File: src/rtl/bcd_input_loader_pkg.sv
// bcd_input_loader_pkg: shared sizes, sign limits and FSM encoding for the BCD keypad loader.
package bcd_input_loader_pkg;
    localparam int NUM_SLOTS  = 7;
    localparam int MAX_DIGITS = 3;
    localparam int MAG_W      = 10;
    localparam int POS_MAX    = 127;
    localparam int NEG_MAX    = 128;
    typedef enum logic [1:0] {
        S_IDLE  = 2'd0,
        S_ENTRY = 2'd1,
        S_DONE  = 2'd2
    } state_t;
endpackage

File: src/rtl/bcd_input_loader_digit_acc.sv
// bcd_digit_accumulator: decimal magnitude builder (mag*10+digit) with digit count and overflow detect.
module bcd_digit_accumulator
    import bcd_input_loader_pkg::*;
#(
    parameter int MAX_DIGITS = bcd_input_loader_pkg::MAX_DIGITS
) (
    input  logic             clk,
    input  logic             resetN,
    input  logic             clr,
    input  logic             load,
    input  logic [3:0]       digit,
    output logic [MAG_W-1:0] mag,
    output logic             accept,
    output logic             reject
);
    localparam int CNT_W = $clog2(MAX_DIGITS + 1);

    logic [CNT_W-1:0] cnt;
    logic             full;

    assign full   = cnt == CNT_W'(MAX_DIGITS);
    assign accept = load && digit <= 4'd9 && !full;
    assign reject = load && !accept;

    always_ff @(posedge clk or negedge resetN) begin
        if (!resetN) begin
            mag <= '0;
            cnt <= '0;
        end else if (clr) begin
            mag <= '0;
            cnt <= '0;
        end else if (accept) begin
            mag <= MAG_W'(32'(mag) * 10 + 32'(digit));
            cnt <= cnt + 1'b1;
        end
    end
endmodule

File: src/rtl/bcd_input_loader.sv
// bcd_input_loader: keypad-driven loader of signed decimal entries into seven 8-bit input slots.
module bcd_input_loader
    import bcd_input_loader_pkg::*;
#(
    parameter int NUM_SLOTS  = bcd_input_loader_pkg::NUM_SLOTS,
    parameter int MAX_DIGITS = bcd_input_loader_pkg::MAX_DIGITS
) (
    input  logic             clk,
    input  logic             resetN,
    input  logic [3:0]       digit_in,
    input  logic             digit_valid,
    input  logic             sign_toggle,
    input  logic             enter,
    input  logic             clear,
    output logic [7:0]       indata1,
    output logic [7:0]       indata2,
    output logic [7:0]       indata3,
    output logic [7:0]       indata4,
    output logic [7:0]       indata5,
    output logic [7:0]       indata6,
    output logic [7:0]       indata7,
    output logic [2:0]       slot_idx,
    output logic [MAG_W-1:0] entry_mag,
    output logic             entry_neg,
    output logic             error,
    output logic             done
);
    state_t     state;
    logic [7:0] slots [7];
    logic       active, svc_enter, svc_digit, svc_sign;
    logic       acc_accept, acc_reject, mag_legal;
    logic [7:0] commit_val;

    // One strobe per cycle: clear > enter > digit_valid > sign_toggle; DONE ignores all but clear.
    assign active    = state != S_DONE;
    assign svc_enter = !clear && enter && active;
    assign svc_digit = !clear && !enter && digit_valid && active;
    assign svc_sign  = !clear && !enter && !digit_valid && sign_toggle && active;

    assign mag_legal  = entry_neg ? entry_mag <= MAG_W'(NEG_MAX) : entry_mag <= MAG_W'(POS_MAX);
    assign commit_val = entry_neg ? 8'(-entry_mag[7:0]) : entry_mag[7:0];

    bcd_digit_accumulator #(.MAX_DIGITS(MAX_DIGITS)) u_acc (
        .clk    (clk),
        .resetN (resetN),
        .clr    (clear || svc_enter),
        .load   (svc_digit),
        .digit  (digit_in),
        .mag    (entry_mag),
        .accept (acc_accept),
        .reject (acc_reject)
    );

    always_ff @(posedge clk or negedge resetN) begin
        if (!resetN) begin
            state     <= S_IDLE;
            slot_idx  <= '0;
            entry_neg <= 1'b0;
            error     <= 1'b0;
            done      <= 1'b0;
            for (int i = 0; i < 7; i++) slots[i] <= '0;
        end else if (clear) begin
            state     <= S_IDLE;
            slot_idx  <= '0;
            entry_neg <= 1'b0;
            error     <= 1'b0;
            done      <= 1'b0;
            for (int i = 0; i < 7; i++) slots[i] <= '0;
        end else if (svc_enter) begin
            entry_neg <= 1'b0;
            state     <= S_IDLE;
            if (!mag_legal) begin
                error <= 1'b1;
            end else begin
                slots[slot_idx] <= commit_val;
                if (slot_idx == 3'(NUM_SLOTS - 1)) begin
                    state    <= S_DONE;
                    done     <= 1'b1;
                    slot_idx <= 3'd7;
                end else begin
                    slot_idx <= slot_idx + 3'd1;
                end
            end
        end else if (svc_digit) begin
            if (acc_reject) error <= 1'b1;
            if (acc_accept) state <= S_ENTRY;
        end else if (svc_sign) begin
            entry_neg <= !entry_neg;
        end
    end

    assign indata1 = slots[0];
    assign indata2 = slots[1];
    assign indata3 = slots[2];
    assign indata4 = slots[3];
    assign indata5 = slots[4];
    assign indata6 = slots[5];
    assign indata7 = slots[6];
endmodule

File: config.mk
export PLATFORM = sky130hd
export DESIGN_NAME = bcd_input_loader
export DESIGN_NICKNAME = d
export VERILOG_FILES = /design/src/rtl/bcd_input_loader_pkg.sv /design/src/rtl/bcd_input_loader_digit_acc.sv /design/src/rtl/bcd_input_loader.sv
export SDC_FILE = /design/constraint.sdc
export NUM_CORES = 1
export LEC_CHECK = 0
export CORE_ASPECT_RATIO = 0.6
export CORE_MARGIN = 1.5
export CORE_UTILIZATION = 40
export DETAILED_ROUTE_END_ITERATION = 16
export PLACE_DENSITY = 0.69
export SLEW_MARGIN = 0
export SYNTH_ARGS = -nofsm -noshare
export SYNTH_HDL_FRONTEND = slang
export SYNTH_SLANG_ARGS = --single-unit
File: constraint.sdc
create_clock -name clk -period 3.9 [get_ports clk]
set_clock_uncertainty 0.1 [all_clocks]
set_input_delay 0.585 -clock clk [delete_from_list [all_inputs] [get_ports clk]]
set_output_delay 0.585 -clock clk [all_outputs]
set_load 0.05 [all_outputs]
==> impl_metrics.env, run 1 <==
export IMPL_synthArstFlopShare=1.00
export IMPL_nFillCells=821
export IMPL_timing_rr_start="u_acc.mag[3]$_DFFE_PN0P_"
export IMPL_diodes=0
export IMPL_fmax_mhz=311
export IMPL_cp_startpoint="u_acc.mag[3]$_DFFE_PN0P_"
export IMPL_cts_made_buffers=9
export IMPL_r2r_cells=8
export IMPL_path_class="flip-flop to flip-flop"
export IMPL_start_util=0.419
export IMPL_die_h_um=79.7
export IMPL_crit_chain="ha_1, ha_1, fa_1, a211oi_1, o22ai_1, nor4b_1, xnor3_1, o21ai_0"
export IMPL_clkLatencyLatePin_ps=330
export IMPL_cts_root_buffer="clkbuf_16"
export IMPL_fin_crit_ps=3220
export IMPL_ys_seq_area_frac=0.485
export IMPL_syn_nets=381
export IMPL_rsz0062_at_grt="false"
export IMPL_die_area_mm2=0.0104
export IMPL_io_buffers=81
export IMPL_synth_simple_area_share=0.155
export IMPL_vias_per_cell=5.13
export IMPL_arrival_ps=3370
export IMPL_via_count=2886
export IMPL_hp_class="primary input to async pin"
export IMPL_setup_tns_ps=0
export IMPL_worst_slack_ps=681
export IMPL_grt_max_degree=77
export IMPL_worstSetupStartpointType="flip-flop"
export IMPL_regArea_mm2=0.00190
export IMPL_status="finished clean"
export IMPL_rrSetupSlack_ps=680
export IMPL_synth_top_area_frac=0.485
export IMPL_wl_per_cell_um=17.8
export IMPL_cts_setup_buffers=0
export IMPL_grt_pass1_vias=2922
export IMPL_area_delta_synth_final_pct=30.6
export IMPL_yosys_top_cells_area="dfrtp_1 49%, mux2i_1 14%, nor2_1 6.4%"
export IMPL_synth_warnings=0
export IMPL_finalWeightedCongestion=0.928
export IMPL_synth_compound_area_share=0.0859
export IMPL_multi_input_area_mm2=0.00192
export IMPL_core_mm2=0.00936
export IMPL_drv_slew=0
export IMPL_cp_data_required_time_ps=4050
export IMPL_drc=0
export IMPL_synthFlopType="dfrtp_1"
export IMPL_finalCritPeriodShare=0.825
export IMPL_synth_edf_count=0
export IMPL_finalNetCount=459
export IMPL_setup_violations_final=0
export IMPL_pre_cts_ws_ps=668
export IMPL_cts_tree="built"
export IMPL_worst_pin_slew_ps=1050
export IMPL_p_leak_nw=2.22
export IMPL_cp_slowest_stage_delay_ps=550
export IMPL_cts_resized_gates=0
export IMPL_holdBufCountCts=0
export IMPL_cap_violations=0
export IMPL_die_w_um=131
export IMPL_yosys_area_top_type="dfrtp_1"
export IMPL_fp_row_count=27
export IMPL_ios=82
export IMPL_synth_top_family_by_area="simple AND/OR/NAND/NOR gates"
export IMPL_ys_seq_elements=76
export IMPL_cts_sinks=76
export IMPL_vdd_drop_max_v=0.000204
export IMPL_crit_fanout=8
export IMPL_grt_overflow=0
export IMPL_syn_avg_cell_area_um2=11.2
export IMPL_first_pass_iters=4
export IMPL_drive_above_1_share=0.0716
export IMPL_reg2reg_to="u_acc.mag[9]$_DFFE_PN0P_"
export IMPL_synthAdderAreaFrac=0.0677
export IMPL_grt_total_usage=0.207
export IMPL_crit_slowest_cell="dfrtp_1"
export IMPL_power_density_mw_per_mm2=350
export IMPL_endpoint_kind="flip-flop"
export IMPL_antenna_left=0
export IMPL_clk_pin_slew_worst_paths_ps=50
export IMPL_slew_headroom=0.302
export IMPL_antenna_found_initial=0
export IMPL_cp_common_cell="ha_1"
export IMPL_grt_pass1_wl_um=16000
export IMPL_drt_iter0_markers=220
export IMPL_crit_end="u_acc.mag[9]$_DFFE_PN0P_"
export IMPL_wl_um=10000
export IMPL_synthMuxAreaShare=0.143
export IMPL_synth_area_mm2=0.00392
export IMPL_hold_viol=0
export IMPL_yosysMostFrequentCell="dfrtp_1"
export IMPL_clockBufferDepth=2
export IMPL_ys_top_cells_by_count="76 x dfrtp_1, 67 x nor2_1, 56 x mux2i_1"
export IMPL_hpwl_um=6880
export IMPL_htree_levels=3
export IMPL_synthDistinctLibCells=52
export IMPL_synthXorXnorAreaFrac=0.0370
export IMPL_synthCells=351
==> through the flow <==
stage | power [mW] | hold WS [ps] | utilization | area, µm² | std cells
4_1_cts | 1.81 | 339 | 0.547 | 5120 | 563
3_3_place_gp | 0.995 | 373 | 0.517 | 4830 | 548
5_1_grt | 1.86 | 391 | 0.547 | 5120 | 563
2_1_floorplan | 0.932 | 189 | - | 3920 | 351
3_5_place_dp | 0.997 | 360 | 0.517 | 4830 | 548
6_report | 1.79 | 272 | 0.547 | 5120 | 563
==> worst min path at each step <==
stage | cells after the start | endpoint | slack [ps]
after floorplan | 0 | done$_DFFE_PN0P_ | 190
after global placement | 2 | state[0]$_DFFE_PN0P_ | 370
after detailed placement | 2 | state[0]$_DFFE_PN0P_ | 360
after CTS | 1 | entry_neg$_DFFE_PN0P_ | 340
after global routing | 1 | entry_neg$_DFFE_PN0P_ | 390
final | 1 | entry_neg$_DFFE_PN0P_ | 270
==> critical path, delay by kind of cell (launching register included) <==
family	cells	cell delay, ps
simple gates	1	460
xor+xnor	1	390
compound gates	3	670
flops	1	550
fa+ha+maj	3	960
==> cell usage in the layout, fill, tap and decap left out, types with 3 or more instances in the layout <==
cell type / Yosys / layout
mux2i_1: 56 / 56
a21oi_1: 4 / 4
nor3_4: 3 / 3
nand2_1: 15 / 15
inv_1: 11 / 11
xor2_1: 5 / 5
nand2b_1: 3 / 3
clkbuf_16: 0 / 9
a22o_1: 4 / 4
xnor2_1: 9 / 9
ha_1: 18 / 18
nor4_4: 4 / 4
clkdlybuf4s50_1: 0 / 79
dfrtp_1: 76 / 76
nor2_1: 67 / 67
o21ai_0: 14 / 14
==> layout make-up <==
cell class              count  share of cell area
multi-input cells         249               0.375
repair buffers             82               0.158
clock inverters             4              0.0100
flip-flops and latches     76               0.372
inverters                  11             0.00807
well taps                 130              0.0318
clock buffers              11              0.0455
==> cell families (layout without fill, tap and decap cells) <==
family / count (synthesis) / after routing
fa+ha+maj: 20 / 20
simple gates: 112 / 112
compound gates: 46 / 46
buf+inv: 26 / 108
flops: 76 / 76
xor+xnor: 15 / 15
mux: 56 / 56
==> power breakdown <==
part           switching [mW]  total (mW)  internal (mW)
Clock                   0.315       0.808          0.492
Sequential             0.0149       0.812          0.797
Combinational           0.113       0.170         0.0571
Total                   0.444        1.79           1.35
==> sequential cells by signal, summed over array words and instances, names as in the netlist <==
| name | cells |
|---|---|
| indata3 | 8 |
| indata1 | 8 |
| indata2 | 8 |
| state | 2 |
| indata7 | 8 |
| entry_neg | 1 |
| indata6 | 8 |
| u_acc.mag | 10 |
| done | 1 |
| indata4 | 8 |
| slot_idx | 3 |
| error | 1 |
| u_acc.cnt | 2 |
| indata5 | 8 |
==> per-layer routing <==
layer  global-route usage  share of wire  vias to the layer above
met3               0.0757          0.076                        4
met5                    0              0                        -
li1                     -              -                     1392
met2                0.282           0.41                       82
met1                0.312           0.51                     1408
met4               0.0429         0.0040                        0
(Power assumes the default switching activity.)
==> run 2: changes to the inputs <==
Settings changed: PLACE_DENSITY 0.69 to 0.72.
Clock period 3.9 ns to 2.9 ns, I/O delays scaled along.
==> run 2 against run 1 <==
- die area unchanged
- clock power increased by 37%
- setup slack got worse by 630 ps
- routed wire length increased by 6.8%
- critical endpoint is now u_acc.mag[8]$_DFFE_PN0P_
- via count increased by 5.9%
- design area increased by 4.4%
- register-to-register slack got worse by 630 ps
- highest routed layer unchanged
- power increased by 37%
==> impl_metrics.env, run 2 (synthesis results as in run 1) <==
export IMPL_status="finished clean"
export IMPL_start_util=0.419
export IMPL_cp_data_required_time_ps=3070
export IMPL_vdd_drop_max_v=0.000298
export IMPL_power_switching_mw=0.626
export IMPL_slew_headroom=0.308
export IMPL_met1_usage=0.329
export IMPL_pre_cts_ws_ps=-9.33
export IMPL_worstSetupStartpointType="flip-flop"
export IMPL_power_density_mw_per_mm2=460
export IMPL_use_met2=0.309
export IMPL_crit_slowest_cell="or4_1"
export IMPL_wl_um=10700
export IMPL_via_count=3057
export IMPL_clkLatencyLatePin_ps=340
export IMPL_cts_tree="built"
export IMPL_met3_usage=0.0677
export IMPL_worst_pin_slew_ps=1040
export IMPL_finalNetCount=482
export IMPL_hpwl_um=7620
export IMPL_final_cell_mix="79 x clkdlybuf4s50_1, 72 x dfrtp_1, 67 x nor2_1, 56 x mux2i_1, 23 x buf_4"
export IMPL_p_clk_frac=0.453
export IMPL_largest_reg_flops=10
export IMPL_die_area_mm2=0.0104
export IMPL_fin_crit_ps=2850
export IMPL_cap_violations=0
export IMPL_grt_max_degree=65
export IMPL_cp_slowest_stage_delay_ps=510
export IMPL_first_pass_iters=4
export IMPL_grt_pass1_vias=3010
export IMPL_area_delta_synth_final_pct=36.3
export IMPL_cts_sinks=76
export IMPL_grt_overflow=0
export IMPL_core_mm2=0.00936
export IMPL_finalInstanceArea_mm2=0.00534
export IMPL_crit_fanout=2
export IMPL_endpoint_kind="flip-flop"
export IMPL_vias_per_cell=5.21
export IMPL_rsz0062_at_grt="true"
export IMPL_place_area_mm2=0.00502
export IMPL_setup_violations_final=0
export IMPL_die_h_um=79.7
export IMPL_wl_per_cell_um=18.2
export IMPL_comb_power_share=0.105
export IMPL_htree_levels=3
export IMPL_io_buffers=81
export IMPL_regArea_mm2=0.00191
export IMPL_largest_register="u_acc.mag"
export IMPL_p_int_mw=1.83
export IMPL_clk_pin_slew_worst_paths_ps=60
export IMPL_arrival_ps=3020
export IMPL_cts_root_buffer="clkbuf_16"
export IMPL_fp_row_count=27
export IMPL_fmax_mhz=351
export IMPL_worst_slack_ps=53.1
export IMPL_antenna_found_initial=0
export IMPL_multi_input_area_mm2=0.00194
export IMPL_sw_frac_of_total=0.255
export IMPL_drc=0
export IMPL_drive_above_1_share=0.142
export IMPL_path_class="flip-flop to flip-flop"
export IMPL_nFillCells=774
export IMPL_die_w_um=131
export IMPL_finalCritPeriodShare=0.982
export IMPL_hp_class="primary input to async pin"
export IMPL_p_leak_nw=2.33
export IMPL_grt_total_usage=0.220
export IMPL_busiest_layer="met1"
export IMPL_ios=82
export IMPL_drt_iter0_markers=241
export IMPL_hold_viol=0
export IMPL_cp_common_cell="ha_1"
export IMPL_grt_pass1_wl_um=16900
export IMPL_drv_slew=0
export IMPL_finalWeightedCongestion=0.930
export IMPL_sequentialPowerShare=0.443
export IMPL_cts_made_buffers=9
export IMPL_antenna_left=0
export IMPL_clockBufferDepth=2
export IMPL_crit_chain="ha_1, ha_1, fa_2, a211oi_2, buf_4, o21bai_1, o21a_1, or4_1, nand3_1"
export IMPL_mostFrequentLayoutCell="clkdlybuf4s50_1"
export IMPL_diodes=0
==> run 2: cell types whose count changed in the layout (fill, tap and decap cells not counted), sizes merged <==
| cell | change |
|---|---|
| clkinvlp | +1 |
| buf | +23 |
| inv | +1 |
| clkbuf | -1 |
==> run 2: power groups by stage <==
stage / sequential [mW] / clock, mW / combinational (mW)
after floorplan: 1.14 / 0 / 0.117
after global placement: 1.11 / 0 / 0.250
after detailed placement: 1.11 / 0 / 0.255
after CTS: 1.09 / 1.12 / 0.257
after global routing: 1.09 / 1.18 / 0.278
final: 1.09 / 1.11 / 0.257
==> run 2: path summary, 6_finish.rpt <==
kind	endpoint	cells after the start	slack, ps	from
min reg2reg	state[0]$_DFFE_PN0P_	2	370	state[0]$_DFFE_PN0P_
min in group clk	u_acc.mag[6]$_DFFE_PN0P_	3	330	clear
min	indata3[4]$_DFFE_PN0P_	1	40	resetN
max	u_acc.mag[8]$_DFFE_PN0P_	9	50	u_acc.mag[3]$_DFFE_PN0P_
max in group asynchronous	done$_DFFE_PN0P_	2	1900	resetN
max reg2reg	u_acc.mag[8]$_DFFE_PN0P_	9	50	u_acc.mag[3]$_DFFE_PN0P_
==> run 2: repair_timing <==
action | CTS | global route
pin swaps | 1 | 2
setup buffers | 1 | 1
resized for setup | 1 | 4
endpoints found under the setup margin | 1 | 1
hold buffers | 0 | 0
==> run 2: critical path: cells and delay by family, from the launching register on <==
kind            cells  cell delay [ps]
flops               1              470
fa+ha+maj           3              930
compound gates      3              510
buf+inv             1              160
simple gates        2              600
==> run 2: per-stage QoR <==
stage	util	hold WS [ps]	TNS, ps	cells	power (mW)
2_1_floorplan	-	39.4	0	351	1.25
3_3_place_gp	0.536	358	0	569	1.36
3_5_place_dp	0.536	359	-9.33	569	1.36
4_1_cts	0.569	62.1	0	586	2.47
5_1_grt	0.571	87.5	-75.7	587	2.55
6_report	0.571	45.0	0	587	2.46
==> run 2: cell type report <==
cell class	instances	share of cell area
Multi-Input combinational cell	249	0.364
Sequential cell	76	0.357
Timing Repair Buffer	105	0.186
Clock buffer	10	0.0429
Tap cell	130	0.0304
Clock inverter	6	0.0119
Inverter	11	0.00773
==> run 2: per-layer routing <==
metal  routed length [µm]  up-vias
met5                    0        -
met4                  104        0
met3                  788       14
met2                 4530      103
met1                 5250     1505
li1                     -     1435
